## config.mk

```make
export PLATFORM = sky130hd
export DESIGN_NAME = fifo_stream_reader_flat
export DESIGN_NICKNAME = d
export VERILOG_FILES = /design/src/rtl/fifo_stream_reader_pkg.sv /design/src/rtl/fifo_stream_reader_if.sv /design/src/rtl/fifo_out_buf.sv /design/src/rtl/fifo_stream_reader.sv /design/src/flat_wrapper.sv
export SDC_FILE = /design/constraint.sdc
export NUM_CORES = 1
export LEC_CHECK = 0
export BUFFER_PORTS_ARGS = -buffer_cell sky130_fd_sc_hd__buf_2
export CORE_MARGIN = 3
export CORE_UTILIZATION = 57
export DETAILED_ROUTE_END_ITERATION = 8
export PLACE_DENSITY = 0.84
export SYNTH_ARGS = -nofsm -noshare
export SYNTH_HDL_FRONTEND = slang
export SYNTH_HIERARCHICAL = 1
export SYNTH_SLANG_ARGS = --single-unit
```

## constraint.sdc

```tcl
create_clock -name clk -period 3.5 [get_ports clk]
set_input_delay 0.525 -clock clk [delete_from_list [all_inputs] [get_ports clk]]
set_output_delay 0.525 -clock clk [all_outputs]
set_load 0.005 [all_outputs]
```

## src/rtl/fifo_stream_reader_pkg.sv

```systemverilog
// Shared FIFO type package: default widths and the data word type used by
// the synchronous FIFO and by its stream reader.
package fifo_stream_reader_pkg;

    localparam int FIFO_WIDTH_DEF = 16;
    localparam int CNT_WIDTH_DEF  = 16;

    typedef logic [FIFO_WIDTH_DEF-1:0] fifo_word_t;

endpackage

```

## src/rtl/fifo_stream_reader_if.sv

```systemverilog
// Bus bundle for the stream reader: the FIFO read port on one side and the
// valid/ready output stream on the other. The master view belongs to the
// reader; the slave view belongs to the FIFO plus downstream consumer.
interface fifo_stream_reader_if
    import fifo_stream_reader_pkg::*;
#(
    parameter int FIFO_WIDTH = FIFO_WIDTH_DEF
);

    logic                  fifo_empty;
    logic                  fifo_underflow;
    logic [FIFO_WIDTH-1:0] fifo_data_out;
    logic                  fifo_rd_en;
    logic                  m_valid;
    logic                  m_ready;
    logic [FIFO_WIDTH-1:0] m_data;

    modport master (
        input  fifo_empty, fifo_underflow, fifo_data_out, m_ready,
        output fifo_rd_en, m_valid, m_data
    );

    modport slave (
        output fifo_empty, fifo_underflow, fifo_data_out, m_ready,
        input  fifo_rd_en, m_valid, m_data
    );

endinterface

```

## src/rtl/fifo_out_buf.sv

```systemverilog
// Two-entry first-in first-out register buffer. Head is always presented on
// dout; flush empties it and wins over push and pop.
module fifo_out_buf #(
    parameter int WIDTH = 16
) (
    input  logic             clk,
    input  logic             rst_n,
    input  logic             flush,
    input  logic             push,
    input  logic             pop,
    input  logic [WIDTH-1:0] din,
    output logic [WIDTH-1:0] dout,
    output logic [1:0]       occ
);

    logic [WIDTH-1:0] head;
    logic [WIDTH-1:0] tail;
    logic [1:0]       count;
    logic             do_pop;

    assign do_pop = pop && (count != 2'd0);
    assign dout   = head;
    assign occ    = count;

    // Entry and occupancy update; simultaneous push and pop keeps the count
    // and shifts the tail forward so ordering is preserved.
    always_ff @(posedge clk or negedge rst_n) begin
        if (!rst_n) begin
            head  <= '0;
            tail  <= '0;
            count <= 2'd0;
        end else if (flush) begin
            count <= 2'd0;
        end else begin
            case ({push, do_pop})
                2'b10: begin
                    if (count == 2'd0) begin
                        head  <= din;
                        count <= 2'd1;
                    end else if (count == 2'd1) begin
                        tail  <= din;
                        count <= 2'd2;
                    end
                end
                2'b01: begin
                    head  <= tail;
                    count <= count - 2'd1;
                end
                2'b11: begin
                    if (count == 2'd1) begin
                        head <= din;
                    end else begin
                        head <= tail;
                        tail <= din;
                    end
                end
                default: begin
                end
            endcase
        end
    end

endmodule

```

## src/rtl/fifo_stream_reader.sv

```systemverilog
// Drain stage for the synchronous FIFO: issues reads, absorbs the one-cycle
// read latency into a 2-entry buffer and presents a valid/ready stream.
// Also counts completed handshakes and latches any underflowing read.
module fifo_stream_reader
    import fifo_stream_reader_pkg::*;
#(
    parameter int FIFO_WIDTH = FIFO_WIDTH_DEF,
    parameter int CNT_WIDTH  = CNT_WIDTH_DEF
) (
    input  logic                 clk,
    input  logic                 rst_n,
    input  logic                 enable,
    input  logic                 flush,
    fifo_stream_reader_if.master bus,
    output logic [CNT_WIDTH-1:0] xfer_count,
    output logic                 underflow_err
);

    logic [1:0]            occ;
    logic                  inflight;
    logic                  pop;
    logic                  push;
    logic                  rd_en;
    logic [2:0]            budget;
    logic [FIFO_WIDTH-1:0] buf_dout;

    // Read issue: only read when the word in flight plus what stays buffered
    // after this cycle's pop leaves room, so the buffer can never overfill.
    // Gated by rst_n so the read port is quiet while reset is held.
    always_comb begin
        pop    = (occ != 2'd0) && bus.m_ready;
        push   = inflight && !bus.fifo_underflow && !flush;
        budget = {1'b0, occ} + {2'b00, inflight} - {2'b00, pop};
        rd_en  = rst_n && enable && !flush && !bus.fifo_empty && (budget <= 3'd1);
    end

    assign bus.fifo_rd_en = rd_en;
    assign bus.m_valid    = (occ != 2'd0);
    assign bus.m_data     = buf_dout;

    // In-flight flag mirrors last cycle's read; a flush drops the pending word.
    always_ff @(posedge clk or negedge rst_n) begin
        if (!rst_n) begin
            inflight <= 1'b0;
        end else begin
            inflight <= flush ? 1'b0 : rd_en;
        end
    end

    // Handshake counter, wraps naturally; a pop that coincides with flush is not counted.
    always_ff @(posedge clk or negedge rst_n) begin
        if (!rst_n) begin
            xfer_count <= '0;
        end else if (pop && !flush) begin
            xfer_count <= xfer_count + 1'b1;
        end
    end

    // Sticky error when a returning read is flagged as underflow; only reset clears it.
    always_ff @(posedge clk or negedge rst_n) begin
        if (!rst_n) begin
            underflow_err <= 1'b0;
        end else if (inflight && bus.fifo_underflow) begin
            underflow_err <= 1'b1;
        end
    end

    fifo_out_buf #(
        .WIDTH (FIFO_WIDTH)
    ) u_out_buf (
        .clk   (clk),
        .rst_n (rst_n),
        .flush (flush),
        .push  (push),
        .pop   (pop),
        .din   (bus.fifo_data_out),
        .dout  (buf_dout),
        .occ   (occ)
    );

endmodule

```

## src/flat_wrapper.sv

```systemverilog
// flat-port wrapper written by rule: the top's interface ports become plain ports
module fifo_stream_reader_flat import fifo_stream_reader_pkg::*;
#(
    parameter int FIFO_WIDTH = FIFO_WIDTH_DEF,
    parameter int CNT_WIDTH  = CNT_WIDTH_DEF
)
  (clk, rst_n, enable, flush, xfer_count, underflow_err, bus_fifo_empty, bus_fifo_underflow, bus_fifo_data_out, bus_m_ready, bus_fifo_rd_en, bus_m_valid, bus_m_data);
  fifo_stream_reader_if #(.FIFO_WIDTH(FIFO_WIDTH)) bus_i ();
  input  logic clk;
  input  logic rst_n;
  input  logic enable;
  input  logic flush;
  output logic [CNT_WIDTH-1:0] xfer_count;
  output logic underflow_err;
  input wire logic [$bits(bus_i.fifo_empty)-1:0] bus_fifo_empty;
  input wire logic [$bits(bus_i.fifo_underflow)-1:0] bus_fifo_underflow;
  input wire logic [$bits(bus_i.fifo_data_out)-1:0] bus_fifo_data_out;
  input wire logic [$bits(bus_i.m_ready)-1:0] bus_m_ready;
  output wire logic [$bits(bus_i.fifo_rd_en)-1:0] bus_fifo_rd_en;
  output wire logic [$bits(bus_i.m_valid)-1:0] bus_m_valid;
  output wire logic [$bits(bus_i.m_data)-1:0] bus_m_data;
  assign bus_i.fifo_empty = bus_fifo_empty;
  assign bus_i.fifo_underflow = bus_fifo_underflow;
  assign bus_i.fifo_data_out = bus_fifo_data_out;
  assign bus_i.m_ready = bus_m_ready;
  assign bus_fifo_rd_en = bus_i.fifo_rd_en;
  assign bus_m_valid = bus_i.m_valid;
  assign bus_m_data = bus_i.m_data;
  fifo_stream_reader #(.FIFO_WIDTH(FIFO_WIDTH), .CNT_WIDTH(CNT_WIDTH)) u_core (.clk(clk), .rst_n(rst_n), .enable(enable), .flush(flush), .bus(bus_i), .xfer_count(xfer_count), .underflow_err(underflow_err));
endmodule
```

==> results of run 1 <==
==> cell type report <==
class	instances	area share, %
clock buffers	6	2.834
clock inverters	2	0.4723
inverters	4	0.5152
multi-input cells	146	38.81
flip-flops and latches	52	44.65
well taps	50	2.147
repair buffers	60	10.56
==> layer usage <==
| layer | routed length (um) | GRT usage, % |
|---|---|---|
| met1 | 2121 | 26.08 |
| met2 | 2264 | 31.53 |
| met3 | 167 | 4.017 |
| met4 | 105 | 8.142 |
| met5 | 0 | 0 |
==> worst max-delay path: cells and delay by family (launching register included) <==
kind                       cells  cell delay [ps]
buffers and inverters          2              170
AOI/OAI and AO/OA              1              350
and+or+nand+nor                2              230
DFF                            1              490
xor gates and xnor gates       1              180
adders and majority gates      2              670
==> per-stage QoR <==
| stage | area [sq um] | setup WS (ps) | utilization, % |
|---|---|---|---|
| after floorplan | 2484 | 1179 | - |
| after global placement | 2818 | 1022 | 68.47 |
| after detailed placement | 2818 | 905.1 | 68.47 |
| after CTS | 2914 | 548.2 | 70.81 |
| after global routing | 2914 | 421.6 | 70.81 |
| final | 2914 | 576.4 | 70.81 |
==> cell usage after synthesis <==
cell / instances
nor3b_2: 1
mux2i_1: 16
nand2_1: 11
and3_1: 2
nand2b_1: 2
nor3b_1: 1
and4_1: 1
and2b_1: 1
xnor2_1: 13
nand3b_1: 1
o21ai_4: 1
or2_2: 1
o21ai_2: 1
inv_1: 4
nor4_4: 2
or3b_2: 1
fa_1: 1
nor3_1: 2
a21o_1: 2
nor2_1: 23
mux2_2: 7
ha_1: 5
mux2_4: 10
a21oi_1: 19
dfrtp_1: 52
o21ai_0: 3
a211oi_1: 1
buf_2: 2
a21oi_2: 1
nor2b_1: 2
nor2b_2: 1
nand4_1: 2
nand3_1: 7
clkbuf_1: 1
buf_6: 2
nand2_4: 1
xor2_1: 4
==> cell families (layout without fill, tap and decap cells) <==
family,Yosys count,after routing,share of synthesized area [%]
xor gates and xnor gates,17,17,5.995
muxes,33,33,15.67
adders and majority gates,6,6,3.325
AOI/OAI and AO/OA,28,28,6.700
DFF,52,52,52.39
and+or+nand+nor,62,62,13.85
buffers and inverters,9,72,2.065
==> power by group through the flow <==
stage	clock network, uW	logic (uW)	registers [uW]
final	360	151	680
after global routing	394	174	686
after floorplan	0	53.9	697
after CTS	370	155	680
after global placement	0	148	691
after detailed placement	0	154	692
==> layout by cell type (no fill, tap or decap), types with 5 or more instances in the layout <==
cell type,count
buf_2,57
dfrtp_1,52
nor2_1,23
a21oi_1,19
mux2i_1,16
xnor2_1,13
nand2_1,11
mux2_4,10
nand3_1,7
mux2_2,7
clkbuf_8,6
ha_1,5
==> registers in the layout (all words and copies together), names as in the netlist <==
signal,flops
u_core/u_out_buf/dout,16
u_core/u_out_buf/tail,16
u_core/xfer_count,16
u_core/u_out_buf/occ,2
u_core/inflight,1
u_core/underflow_err,1
==> path summary, 6_finish.rpt <==
check	start	endpoint	slack [ps]
setup / recovery	u_core/u_out_buf/occ[1]	bus_fifo_rd_en	580
hold / removal	rst_n	u_core/xfer_count[8]	380
setup reg to reg	u_core/u_out_buf/occ[1]	u_core/u_out_buf/tail[1]	1030
hold reg to reg	u_core/underflow_err	u_core/underflow_err	470
max in group asynchronous	rst_n	u_core/u_out_buf/tail[12]	2700
min in group clk	bus_fifo_underflow	u_core/underflow_err	460
==> flow_metrics.env, run 1 <==
export IMPL_cts_buffer_depth=2
export IMPL_seq_area_sq_mm=0.001301
export IMPL_cts_sinks=52
export IMPL_hold_class="primary input to async pin"
export IMPL_worstMarginPinSlew_ps=960.2
export IMPL_cp_max_fo=8
export IMPL_clock_latency_ps=300
export IMPL_grt_overflow=0
export IMPL_worstPathRequired_ps=2970
export IMPL_combPwrFrac_pct=12.7
export IMPL_fmax_ghz=0.3420
export IMPL_rsz0062_at_grt="false"
export IMPL_final_min_clock_period_ps=2924
export IMPL_leakagePower_uw=0.001604
export IMPL_initial_core_util_pct=60.35
export IMPL_clock_power_share_pct=30.2
export IMPL_grt_pass1_vias=1711
export IMPL_internal_power_uw=887.3
export IMPL_area_growth_pct=17.33
export IMPL_drv_cap=0
export IMPL_grt_usage_pct=19.62
export IMPL_multi_input_area_sq_mm=0.001131
export IMPL_cts_buffers=5
export IMPL_wl_per_cell_um=14.56
export IMPL_crit_chain="o21ai_4 > xnor2_1 > ha_1 > inv_1 > fa_1 > nand4_1 > nor2_1 > buf_2"
export IMPL_synth_top_area_share_pct=52.39
export IMPL_path_class="flop to output port"
export IMPL_worst_hold_slack_ps=384.9
export IMPL_switching_share_pct=25.47
export IMPL_ant_nets=0
export IMPL_postCtsHoldBufs=0
export IMPL_min_period_over_period_pct=83.53
export IMPL_cts_tree="done"
export IMPL_synth_area_per_cell_sq_um=12.00
export IMPL_endpoint_kind="output port"
export IMPL_place_gp_congestion=0.8333
export IMPL_vias_per_cell=5.375
export IMPL_vias=1720
export IMPL_grt_pass1_wl_mm=7.886
export IMPL_power_density_cell_area_mw_per_mm2=408.6
export IMPL_post_cts_buffers=0
export IMPL_n_fill_cell=320
export IMPL_num_io_pins=58
export IMPL_root_buffer="clkbuf_8"
export IMPL_antenna_found_initial=0
export IMPL_critical_path_max_stage_delay_ps=490
export IMPL_dr_pass1_iters=4
export IMPL_ys_top_cells_by_area="dfrtp_1 (52%), mux2i_1 (6.4%), mux2_4 (6.0%), xnor2_1 (4.6%), a21oi_1 (3.8%)"
export IMPL_dp_cells=312
export IMPL_dp_hpwl_mm=3.281
export IMPL_fin_cells=320
export IMPL_fin_setup_tns_ps=0
export IMPL_rr_worst_depth=5
export IMPL_slew_violations=0
export IMPL_yosys_area_top_type="dfrtp_1"
export IMPL_drcViolationCount=0
export IMPL_power_uw=1191
export IMPL_cts_repair_resized=0
export IMPL_drive_gt1_share_pct=35.19
export IMPL_synth_warnings=6
export IMPL_ys_ff_latch=52
export IMPL_fin_worst_skew_ps=6.669
export IMPL_syn_cell_area_sq_mm=0.002484
export IMPL_slowest_stage="dfrtp_1"
export IMPL_synthCells=207
export IMPL_rows=23
export IMPL_clkTransAtPathRegs_ps=90
export IMPL_hold_viol_final=0
export IMPL_irDropWorstVdd_v=0.0001799
export IMPL_grt_start_max_net_pins=53
export IMPL_maxSlewHeadroom_pct=35.98
export IMPL_io_buffers=57
export IMPL_die_area_sq_mm=0.005185
export IMPL_dieWidth_um=72.01
export IMPL_worstPathArrival_ps=2400
export IMPL_drt_initial_drc_count=120
export IMPL_status="completed"
export IMPL_p_sw_uw=303.3
export IMPL_seq_power_share_pct=57.1
export IMPL_ys_types=37
export IMPL_setup_viol=0
export IMPL_htree_levels=2
export IMPL_critPathLaunchType="flop"
export IMPL_coreArea_sq_mm=0.004115
export IMPL_num_antenna_cells=0
export IMPL_syn_nets=236
export IMPL_synth_seq_area_share_pct=52.39
export IMPL_dieHeight_um=72.01
export IMPL_drt_total_wl_mm=4.658
export IMPL_nets=298
(Power assumes the default switching activity.)
==> run 2, diff against run 1 <==
--- a/config.mk
+++ b/config.mk
@@ -5,11 +5,12 @@
 export SDC_FILE = /design/constraint.sdc
 export NUM_CORES = 1
 export LEC_CHECK = 0
+export ABC_AREA = 1
 export BUFFER_PORTS_ARGS = -buffer_cell sky130_fd_sc_hd__buf_2
 export CORE_MARGIN = 3
-export CORE_UTILIZATION = 57
+export CORE_UTILIZATION = 51
 export DETAILED_ROUTE_END_ITERATION = 8
-export PLACE_DENSITY = 0.84
+export PLACE_DENSITY = 0.77
 export SYNTH_ARGS = -nofsm -noshare
 export SYNTH_HDL_FRONTEND = slang
 export SYNTH_HIERARCHICAL = 1
==> constraint.sdc (replaced) <==
create_clock -name clk -period 2.64 [get_ports clk]
set_input_delay 0.396 -clock clk [delete_from_list [all_inputs] [get_ports clk]]
set_output_delay 0.396 -clock clk [all_outputs]
set_load 0.005 [all_outputs]
==> run 2 against run 1 <==
  * Area after synthesis grew 30%
  * First-iteration DRC count increased by 36%
  * Final cell count grew 87%
  * Worst hold slack worse by 170 ps
  * Utilization fell by 9.6 points
  * Synthesized cell count grew 120%
  * Critical path depth is 2 higher
  * Via count is 73% higher
  * Die area up 41%
  * Final area is 27% higher
==> flow_metrics.env, run 2 <==
export IMPL_clkTransAtPathRegs_ps=100
export IMPL_multi_input_area_sq_mm=0.001675
export IMPL_worstMarginPinSlew_ps=666.3
export IMPL_fin_area_sq_mm=0.003691
export IMPL_rsz0062_at_grt="true"
export IMPL_cp_max_fo=3
export IMPL_power_density_cell_area_mw_per_mm2=800.4
export IMPL_yosys_area_top_type="dfrtp_1"
export IMPL_coreArea_sq_mm=0.006026
export IMPL_synthCells=462
export IMPL_worstPathArrival_ps=2200
export IMPL_endpoint_kind="output port"
export IMPL_synth_edf_count=0
export IMPL_root_buffer="clkbuf_8"
export IMPL_grt_usage_pct=20.13
export IMPL_critical_path_max_stage_delay_ps=420
export IMPL_final_common_cell="nand2_1"
export IMPL_wl_per_cell_um=11.86
export IMPL_min_period_over_period_pct=98.36
export IMPL_yosysMostFrequentCell="nand2_1"
export IMPL_dr_pass1_iters=4
export IMPL_ant_nets=0
export IMPL_io_buffers=57
export IMPL_postCtsHoldBufs=0
export IMPL_htree_levels=2
export IMPL_vias_per_cell=4.978
export IMPL_maxSlewHeadroom_pct=55.58
export IMPL_slew_violations=0
export IMPL_dieWidth_um=85.47
export IMPL_initial_core_util_pct=53.45
export IMPL_ys_ff_latch=52
export IMPL_seq_area_sq_mm=0.001301
export IMPL_fin_worst_skew_ps=11.26
export IMPL_irDropWorstVdd_v=0.0005548
export IMPL_clock_latency_ps=310
export IMPL_vias=2977
export IMPL_ys_types=28
export IMPL_crit_chain="nor2_4 > nor2_2 > xor2_1 > ha_2 > inv_1 > fa_2 > xnor2_2 > nand2_1 > nor3_1 > buf_2"
export IMPL_slowest_stage="dfrtp_1"
export IMPL_pre_cts_ws_ps=273.9
export IMPL_rows=28
export IMPL_synth_seq_area_share_pct=40.40
export IMPL_synth_warnings=6
export IMPL_area_growth_pct=14.61
export IMPL_dp_hpwl_mm=4.963
export IMPL_critPathLaunchType="flop"
export IMPL_layout_common_cells="nand2_1 (222), buf_2 (57), dfrtp_1 (52)"
export IMPL_num_antenna_cells=0
export IMPL_leakagePower_uw=0.002127
export IMPL_n_fill_cell=574
export IMPL_worst_hold_slack_ps=214.5
export IMPL_place_area_sq_mm=0.003542
export IMPL_grt_pass1_vias=2754
export IMPL_syn_nets=491
export IMPL_worstPathRequired_ps=2240
export IMPL_cts_tree="done"
export IMPL_die_area_sq_mm=0.007304
export IMPL_cts_buffer_depth=2
export IMPL_drcViolationCount=0
export IMPL_num_io_pins=58
export IMPL_drt_initial_drc_count=163
export IMPL_status="completed"
export IMPL_drv_cap=0
export IMPL_fmax_ghz=0.3851
export IMPL_synth_top_area_share_pct=40.40
export IMPL_final_min_clock_period_ps=2597
export IMPL_ys_top_cells_by_area="dfrtp_1 (40%), nand2_1 (26%), nor2_1 (4.8%), inv_1 (3.7%), nand3_1 (2.8%)"
export IMPL_synth_area_per_cell_sq_um=6.971
export IMPL_grt_start_max_net_pins=53
export IMPL_hold_class="primary input to async pin"
export IMPL_antenna_found_initial=0
export IMPL_nets=551
export IMPL_dieHeight_um=85.47
export IMPL_cts_sinks=52
export IMPL_drive_gt1_share_pct=20.08
export IMPL_async_flop_share_pct=100.0
export IMPL_grt_overflow=0
export IMPL_place_gp_congestion=0.7945
export IMPL_hold_viol_final=0
export IMPL_post_route_util_pct=61.25
export IMPL_drt_total_wl_mm=7.095
export IMPL_yosys_top_cells_count="nand2_1 (222), dfrtp_1 (52), nor2_1 (41)"
export IMPL_synth_main_ff_cell="dfrtp_1"
export IMPL_setup_viol=0
export IMPL_syn_cell_area_sq_mm=0.003221
export IMPL_grt_pass1_wl_mm=12.04
export IMPL_path_class="flop to output port"
export IMPL_cts_buffers=5
export IMPL_setup_ws_ps=43.42
==> run 2: cell count changes in the layout (fill, tap and decap cells not counted), sizes merged, moves of 4 or more <==
cell and change:
buf +6, nand3 +13, nor2 +26, nand3b +4, mux2i -16, a21oi -10, inv +36, mux2 -17
xnor2 -10, o21ai +17, nand2 +215
==> run 2: logic make-up after synthesis <==
| kind of cell | count (synthesis) | synth area share [%] |
|---|---|---|
| AOI/OAI and AO/OA | 34 | 5.866 |
| xor gates and xnor gates | 10 | 2.720 |
| adders and majority gates | 6 | 2.564 |
| buffers and inverters | 54 | 8.275 |
| DFF | 52 | 40.40 |
| and+or+nand+nor | 306 | 40.17 |
==> run 2: per-stage QoR <==
step | cells | TNS (ps) | total power [uW]
floorplan | 462 | 0 | 1946
global placement | 588 | 0 | 2278
detailed placement | 588 | 0 | 2331
CTS | 596 | 0 | 2892
global route | 598 | -109.5 | 3189
finish | 598 | 0 | 2954
==> run 2: repair_timing <==
action / 4_1_cts / 5_1_grt
resized for setup: 0 / 6
setup buffers: 0 / 2
hold endpoints to repair: 0 / 0
setup endpoints to repair: 0 / 1
==> run 2: power breakdown <==
group	internal (uW)	total, uW	leakage [uW]	switching (uW)
Sequential	971	1090	0.000689	116
Clock	281	546	0.0000541	265
Combinational	530	1320	0.00138	792
Total	1780	2950	0.00213	1170
==> run 2: final timing paths <==
| path | cells past startpoint | slack [ps] | from | to |
|---|---|---|---|---|
| setup reg to reg | 11 | 500 | u_core/u_out_buf/occ[0] | u_core/u_out_buf/dout[2] |
| setup / recovery | 10 | 40 | u_core/u_out_buf/occ[0] | bus_fifo_rd_en |
| max in group asynchronous | 2 | 1970 | rst_n | u_core/xfer_count[0] |
| hold / removal | 2 | 210 | rst_n | u_core/u_out_buf/dout[13] |
| min in group clk | 2 | 260 | bus_fifo_empty | u_core/inflight |
| hold reg to reg | 1 | 470 | u_core/underflow_err | u_core/underflow_err |
==> run 2: metal layers <==
layer / up-vias / track usage [%] / part of all wire, % / routed length, um
met4: 0 / 5.755 / 0.55 / 39
met1: 1380 / 25.98 / 46 / 3293
li1: 1530 / - / - / -
met3: 4 / 4.466 / 5.0 / 353
met2: 63 / 33.90 / 48 / 3408
met5: - / 0 / 0 / 0
==> run 2: final cells by class <==
class / count / share of cell area [%]
Tap cell: 75 / 2.542
Multi-Input combinational cell: 356 / 45.39
Timing Repair Buffer: 66 / 9.559
Clock buffer: 5 / 1.864
Sequential cell: 52 / 35.25
Inverter: 41 / 4.237
Clock inverter: 3 / 1.153
==> run 2: worst max-delay path, delay by kind of cell (launching register included) <==
family        cells  cell delay (ps)
buf+inv           2              190
xor+xnor          2              300
fa+ha+maj         2              530
flops             1              420
simple gates      4              470
